File: src/rtl/fifo_uart_pkg.sv
// Shared state encoding and frame shape for the FIFO-fed UART transmitter.
package fifo_uart_pkg;

   typedef enum logic [2:0] {
      IDLE,
      FETCH,
      LOAD,
      START,
      DATA,
      STOP
   } tx_state_t;

   localparam int DATA_BITS = 8;
   localparam int STOP_BITS = 1;

endpackage

File: src/rtl/fifo_uart_tx_baud_counter.sv
// Per-bit cycle counter: counts 0..CLKS_PER_BIT-1 and flags the last cycle of each bit.
module baud_counter #(
   parameter int CLKS_PER_BIT = 16,
   parameter int CNT_W        = $clog2(CLKS_PER_BIT)
) (
   input  logic             clock,
   input  logic             rst,
   input  logic             clear,
   output logic [CNT_W-1:0] count,
   output logic             bit_end
);

   assign bit_end = (count == CNT_W'(CLKS_PER_BIT - 1));

   // Wrapping at bit_end makes every bit-to-bit state change start from zero.
   always_ff @(posedge clock) begin
      if (rst || clear) begin
         count <= '0;
      end else if (bit_end) begin
         count <= '0;
      end else begin
         count <= count + CNT_W'(1);
      end
   end

endmodule

File: src/rtl/fifo_uart_tx.sv
// Drains bytes from a synchronous FIFO and serialises each one as an 8N1 UART frame.
module fifo_uart_tx
   import fifo_uart_pkg::*;
#(
   parameter int CLKS_PER_BIT = 16,
   parameter int DATA_W       = 8
) (
   input  logic              clock,
   input  logic              rst,
   input  logic              fifo_empty,
   input  logic [DATA_W-1:0] fifo_dout,
   output logic              fifo_rd,
   output logic              tx,
   output logic              busy,
   output logic              done
);

   localparam int CNT_W = $clog2(CLKS_PER_BIT);

   tx_state_t         state;
   logic [DATA_W-1:0] shreg;
   logic [2:0]        bit_idx;
   logic [CNT_W-1:0]  baud_count;
   logic              bit_end;
   logic              baud_clear;

   // The baud counter only runs while a bit is on the line.
   assign baud_clear = (state == IDLE) || (state == FETCH) || (state == LOAD);

   baud_counter #(
      .CLKS_PER_BIT(CLKS_PER_BIT),
      .CNT_W       (CNT_W)
   ) u_baud (
      .clock  (clock),
      .rst    (rst),
      .clear  (baud_clear),
      .count  (baud_count),
      .bit_end(bit_end)
   );

   // Outputs are set one cycle ahead of the state they belong to, so tx and
   // done change on the same edge as the state register.
   always_ff @(posedge clock) begin
      if (rst) begin
         state   <= IDLE;
         tx      <= 1'b1;
         fifo_rd <= 1'b0;
         busy    <= 1'b0;
         done    <= 1'b0;
         shreg   <= '0;
         bit_idx <= '0;
      end else begin
         fifo_rd <= 1'b0;
         done    <= 1'b0;
         case (state)
            IDLE: begin
               if (!fifo_empty) begin
                  state   <= FETCH;
                  fifo_rd <= 1'b1;
                  busy    <= 1'b1;
               end
            end
            FETCH: begin
               state <= LOAD;
            end
            LOAD: begin
               shreg <= fifo_dout;
               tx    <= 1'b0;
               state <= START;
            end
            START: begin
               if (bit_end) begin
                  tx      <= shreg[0];
                  shreg   <= {1'b0, shreg[DATA_W-1:1]};
                  bit_idx <= '0;
                  state   <= DATA;
               end
            end
            DATA: begin
               if (bit_end) begin
                  if (bit_idx == 3'(DATA_BITS - 1)) begin
                     tx      <= 1'b1;
                     bit_idx <= '0;
                     state   <= STOP;
                  end else begin
                     tx      <= shreg[0];
                     shreg   <= {1'b0, shreg[DATA_W-1:1]};
                     bit_idx <= bit_idx + 3'd1;
                  end
               end
            end
            STOP: begin
               if (bit_idx == 3'(STOP_BITS - 1) &&
                   baud_count == CNT_W'(CLKS_PER_BIT - 2)) begin
                  done <= 1'b1;
               end
               if (bit_end) begin
                  if (bit_idx == 3'(STOP_BITS - 1)) begin
                     busy    <= 1'b0;
                     bit_idx <= '0;
                     state   <= IDLE;
                  end else begin
                     bit_idx <= bit_idx + 3'd1;
                  end
               end
            end
            default: begin
               state <= IDLE;
            end
         endcase
      end
   end

endmodule

File: config.mk
export PLATFORM = sky130hd
export DESIGN_NAME = fifo_uart_tx
export DESIGN_NICKNAME = d
export VERILOG_FILES = /design/src/rtl/fifo_uart_pkg.sv /design/src/rtl/fifo_uart_tx_baud_counter.sv /design/src/rtl/fifo_uart_tx.sv
export SDC_FILE = /design/constraint.sdc
export NUM_CORES = 1
export LEC_CHECK = 0
export CAP_MARGIN = 40
export CORE_MARGIN = 5
export CORE_UTILIZATION = 47
export DETAILED_ROUTE_END_ITERATION = 16
export DONT_BUFFER_PORTS = 1
export GPL_TIMING_DRIVEN = 0
export PLACE_DENSITY = 0.64
export SETUP_SLACK_MARGIN = 0.02
export SYNTH_ARGS = -nofsm -noshare
export SYNTH_HDL_FRONTEND = slang
export SYNTH_SLANG_ARGS = --single-unit
File: constraint.sdc
create_clock -name clock -period 3.1 [get_ports clock]
set_input_delay 0.62 -clock clock [delete_from_list [all_inputs] [get_ports clock]]
set_output_delay 0.62 -clock clock [all_outputs]
set_load 0.01 [all_outputs]
* Word level (Yosys, flattened, before mapping) *
Index checks and enable logic that the tools add are counted.

cells by class
  bitwise logic cells = 2
  muxes and demuxes = 27
  add/subtract/negate cells = 2
  reductions and logical operators = 17
  equality and inequality tests = 15

operators by type and width
  operator                                             number
  2-to-1 mux 3 bit                                     11
  2-to-1 mux 8 bit                                     3
  one-hot mux 8 bit (3 select lines)                   1
  one-hot mux 3 bit (6 select lines)                   1
  inequality test 2 bit, second input constant         7
  AND reduction 4 bit                                  3
  equality test 3 bit, second input constant           3
  one-hot mux 3 bit (3 select lines)                   1
  equality test 4 bit, second input constant           2
  2-to-1 mux 1 bit                                     8
  equality test 3 x 2 -> 1 bit, second input constant  2
  logical NOT 3 bit                                    2
  AND reduction 6 bit                                  1
  nonzero test 3 bit                                   2
  OR reduction 2 bit                                   3
  adder 4 x 1 -> 4 bit, second input constant          1
  adder 3 x 1 -> 3 bit, second input constant          1
  equality test 3 x 1 -> 1 bit, second input constant  1
  logical OR 1 bit                                     3
  one-hot mux 1 bit (3 select lines)                   1
  AND reduction 3 bit                                  1
  inverter 1 bit                                       2
  one-hot mux 1 bit (2 select lines)                   1
  nonzero test 2 bit                                   1
  logical AND 1 bit                                    1

word-level totals
  logic and storage cells = 71
  flip-flop bits (word level) = 22
  input bits = 11
  output and inout port bits = 4

* Logic depth before layout (Yosys ltp) *
  depth in word-level cells = 5
  mapped depth = 6
  depth with buffers taken out = 6

* By module *
A second synthesis with hierarchy kept.

second synthesis, totals
  cells, all modules = 120
  area, all modules = 1148.6 µm²

modules (own cells, without submodules)
  module        cells each  instances  seq. area each (µm²)  area each (µm²)
  fifo_uart_tx  104         1          360.3                 991.0
  baud_counter  16          1          80.1                  157.7

* Worst setup path after synthesis *
OpenSTA, ideal clock, no wires.

  kind = register -> register
  from = register bit_idx[0]
  to = register shreg[5]
  cell stages (with the launch flop) = 7
  period minus slack after synthesis = 1831 ps
  required time = 2979 ps
  setup slack = 1269 ps
  data arrival time = 1710 ps
  cells stage by stage = dfxtp_1 > ha_1 > ha_1 > or4b_4 > nand2_4 > o21ai_4 > mux2_4

between the ends
  word-level cells in the longest chain between the ends = 3

ends and longest elaborated chain
  element                          RTL line             text
  start: declaration               fifo_uart_tx.sv:22   logic [2:0] bit_idx;
  start signal: assignment         fifo_uart_tx.sv:88   bit_idx <= bit_idx + 3'd1;
  start signal: assignment         fifo_uart_tx.sv:103  bit_idx <= bit_idx + 3'd1;
  equality test 3 bit              fifo_uart_tx.sv:81   if (bit_idx == 3'(DATA_BITS - 1)) begin
  inequality test 2 bit (no line)  n/a
  AND reduction 4 bit (no line)    n/a
  end signal: assignment           fifo_uart_tx.sv:67   shreg <= fifo_dout;
  end signal: assignment           fifo_uart_tx.sv:74   shreg <= {1'b0, shreg[DATA_W-1:1]};
  end signal: assignment           fifo_uart_tx.sv:87   shreg <= {1'b0, shreg[DATA_W-1:1]};
  end: declaration                 fifo_uart_tx.sv:21   logic [DATA_W-1:0] shreg;

Every way passes these cells.
A chain may end at the register's enable or synchronous reset.

* Worst setup path after layout *
Ends and elaborated chain as after synthesis.

==> flow_summary.toml <==
[cells_and_area]
num_antenna_cells = 0
drive_gt1_share_pct = 13.2
fin_nets = 171
final_area_um2 = 1370
syn_to_final_growth_pct = 5.80
post-route-util_pct = 51.0

[worst_hold_path]
hold_path_end = "tx$_SDFFE_PP1P_"
hold_start = "rst"
min_path_cells = 1
min_path_type = "primary input to flop"

[clock_network]
post-cts-setup-buffers = 0
hold_buffers = 0
cts_buffers = 3
cts_tree = "built"
clockBufferDepth = 2
path_clk_slew_ps = 130
insertion_delay_ps = 310
cts_resized = 0
htreeDepth = 1
clkSinkCount = 22
clockRootBuffer = "clkbuf_4"

[global_route]
globalRouteOverflowTotal = 0
antenna_found_initial = 0
grt_usage_pct = 14.1
grt_max_degree = 13
grt_pass1_vias = 1000
grt_pass1_wl_mm = 4.64

[detailed_routing]
drtAntennaViolNets = 0
first_pass_iters = 5
post-route-drc-count = 0
drt_iter0_drc = 38
vias_per_cell = 5.94
via_count = 1087
wl_mm = 2.71
routedWlPerCell_um = 14.8

[timing]
maxSlewViolCount = 0
fin_crit_sh_pct = 62.6
worst_pin_slew_ps = 499
period_needed_ps = 1940
final-setup-viol-count = 0
rsz0062_at_grt = "no"
hold_viol = 0
fin_tns_setup_ps = 0
skew_ps = 10.7
maxSlewHeadroom_pct = 66.7
fmaxAchievable_mhz = 516

[die]
rows = 19
die_w_um = 62.5
start_util_pct = 48.2
io_pins = 15
dieArea_um2 = 3900
dieHeight_um = 62.5
design.core.area_um2 = 2690

[synthesis]
synth_top_area_share_pct = 34.0
yosysMostFrequentCell = "dfxtp_1"
synthTopCellsByArea = "dfxtp_1 (34%), ha_1 (6.8%), a21oi_1 (5.0%), mux2i_1 (3.9%), nand2_1 (3.8%)"
syn-num-nets = 166
ys_warn_count = 0
ys_types = 45
async_flop_share_pct = 0
synthTopCellsByCount = "dfxtp_1 (22), a21oi_1 (13), nand2_1 (13)"
yosys.area.top_type = "dfxtp_1"
synth-edff-count = 0
postSynthAreaPerCell_um2 = 8.74
ys_ff_latch = 22
netlist_area_um2 = 1290
synth_seq_area_share_pct = 34.0
synthFlopType = "dfxtp_1"
syn_inst = 148

[pwr]
pwr-share-clk_pct = 15.9
power_switching_share_pct = 39.0
p_leak_uw = 0.000543
p_sw_uw = 391
ir_worst_vdd_mv = 0.527
powerDensity_nw_per_um2 = 732
seqPwrFrac_pct = 40.6
internal-power_uw = 611
power_frac_comb_pct = 43.5

[worst_setup_path]
cpPeakStageDelay_ps = 530
critPathLaunchType = "flop"
slowest_stage = "or4b_4"
cp.required_ps = 3320
endpoint_kind = "flop"
cpMostUsedCell = "ha_1"
path_class = "flop to flop"
reg2reg_to = "shreg[5]$_SDFFE_PP0P_"
reg2reg_from = "bit_idx[0]$_SDFFE_PP0P_"
rr_worst_depth = 6
worstPathMaxFanout = 6
arrival_ps = 2160
reg2reg_slack_ps = 1160
cp_cell_sequence = "ha_1 -> ha_1 -> or4b_4 -> nand2_4 -> o21ai_4 -> mux2_4"

[placed_design]
gp_congestion = 0.811
io_buffers = 0
place_area_um2 = 1330
dp_hpwl_mm = 2.03

[outcome]
status = "finished clean"

[run]
maxCapViolCount = 0
[flip-flops by register name (all words and copies together), names as in the netlist]
signal,flops
bit_idx,3
tx,1
shreg,8
u_baud.count,4
done,1
busy,1
state,3
fifo_rd,1
[per-layer routing]
metal	global-route usage, %	vias up	routed length, µm
li1	-	546	-
met1	19.2	519	1240
met2	23.6	20	1380
met3	1.62	2	90
met4	3.18	0	9
met5	0	-	0
[stage by stage]
stage                     hold slack, ps  std cells  worst slack (ps)  total power (µW)
after global routing                 388        183              1080              1080
after global placement               444        179              1160               837
after detailed placement             456        179              1160               846
after floorplan                      430        148              1270               766
final                                402        183              1160              1000
after CTS                            395        183              1140              1010
[how the worst max path moves through the flow]
| stage | startpoint | endpoint | cells past startpoint |
|---|---|---|---|
| global route | bit_idx[0]$_SDFFE_PP0P_ | shreg[5]$_SDFFE_PP0P_ | 6 |
| CTS | bit_idx[0]$_SDFFE_PP0P_ | shreg[5]$_SDFFE_PP0P_ | 6 |
| finish | bit_idx[0]$_SDFFE_PP0P_ | shreg[5]$_SDFFE_PP0P_ | 6 |
| global placement | bit_idx[0]$_SDFFE_PP0P_ | shreg[5]$_SDFFE_PP0P_ | 6 |
| floorplan | bit_idx[0]$_SDFFE_PP0P_ | shreg[5]$_SDFFE_PP0P_ | 6 |
| detailed placement | bit_idx[0]$_SDFFE_PP0P_ | shreg[5]$_SDFFE_PP0P_ | 6 |
[power by group through the flow]
stage,clock (µW),sequential [µW],combinational (µW)
CTS,165,406,436
finish,159,407,436
detailed placement,0,413,433
floorplan,0,400,366
global route,181,415,485
global placement,0,410,427
[area by class of cell]
type,count,area (µm²)
Buffer,7,41.3
Tap cell,31,38.8
Sequential cell,22,440
Inverter,8,30.0
Multi-Input combinational cell,111,782
Fill cell,265,1320
Clock buffer,4,36.3
[cells by family after synthesis]
logic type	count (synthesis)	synth area share [%]
buffers and inverters	15	5.51
AO/OA/AOI/OAI	39	21.3
AND/OR/NAND/NOR	57	26.0
flip-flops	22	34.0
XOR/XNOR	2	1.35
multiplexers	6	5.03
adder cells (fa/ha/maj)	7	6.77
[critical path: cells and delay by family (launching register included)]
kind            cells  cell delay (ps)
simple gates        2              630
fa+ha+maj           2              470
flops               1              350
mux                 1              310
compound gates      1              100
[layout by cell type (no fill, tap or decap), drive strengths merged, types with 2 or more instances in the layout]
master,n
a211o,2
a211oi,2
a21oi,13
a31oi,2
and3,2
buf,5
clkbuf,6
dfxtp,22
ha,7
inv,8
mux2i,5
nand2,14
nand2b,4
nand3,4
nand3b,3
nand4,2
nor2,10
nor3,6
nor3b,2
o2111ai,3
o211ai,4
o21ai,7
or3,6
No activity file was read; power rests on OpenSTA's default activity.
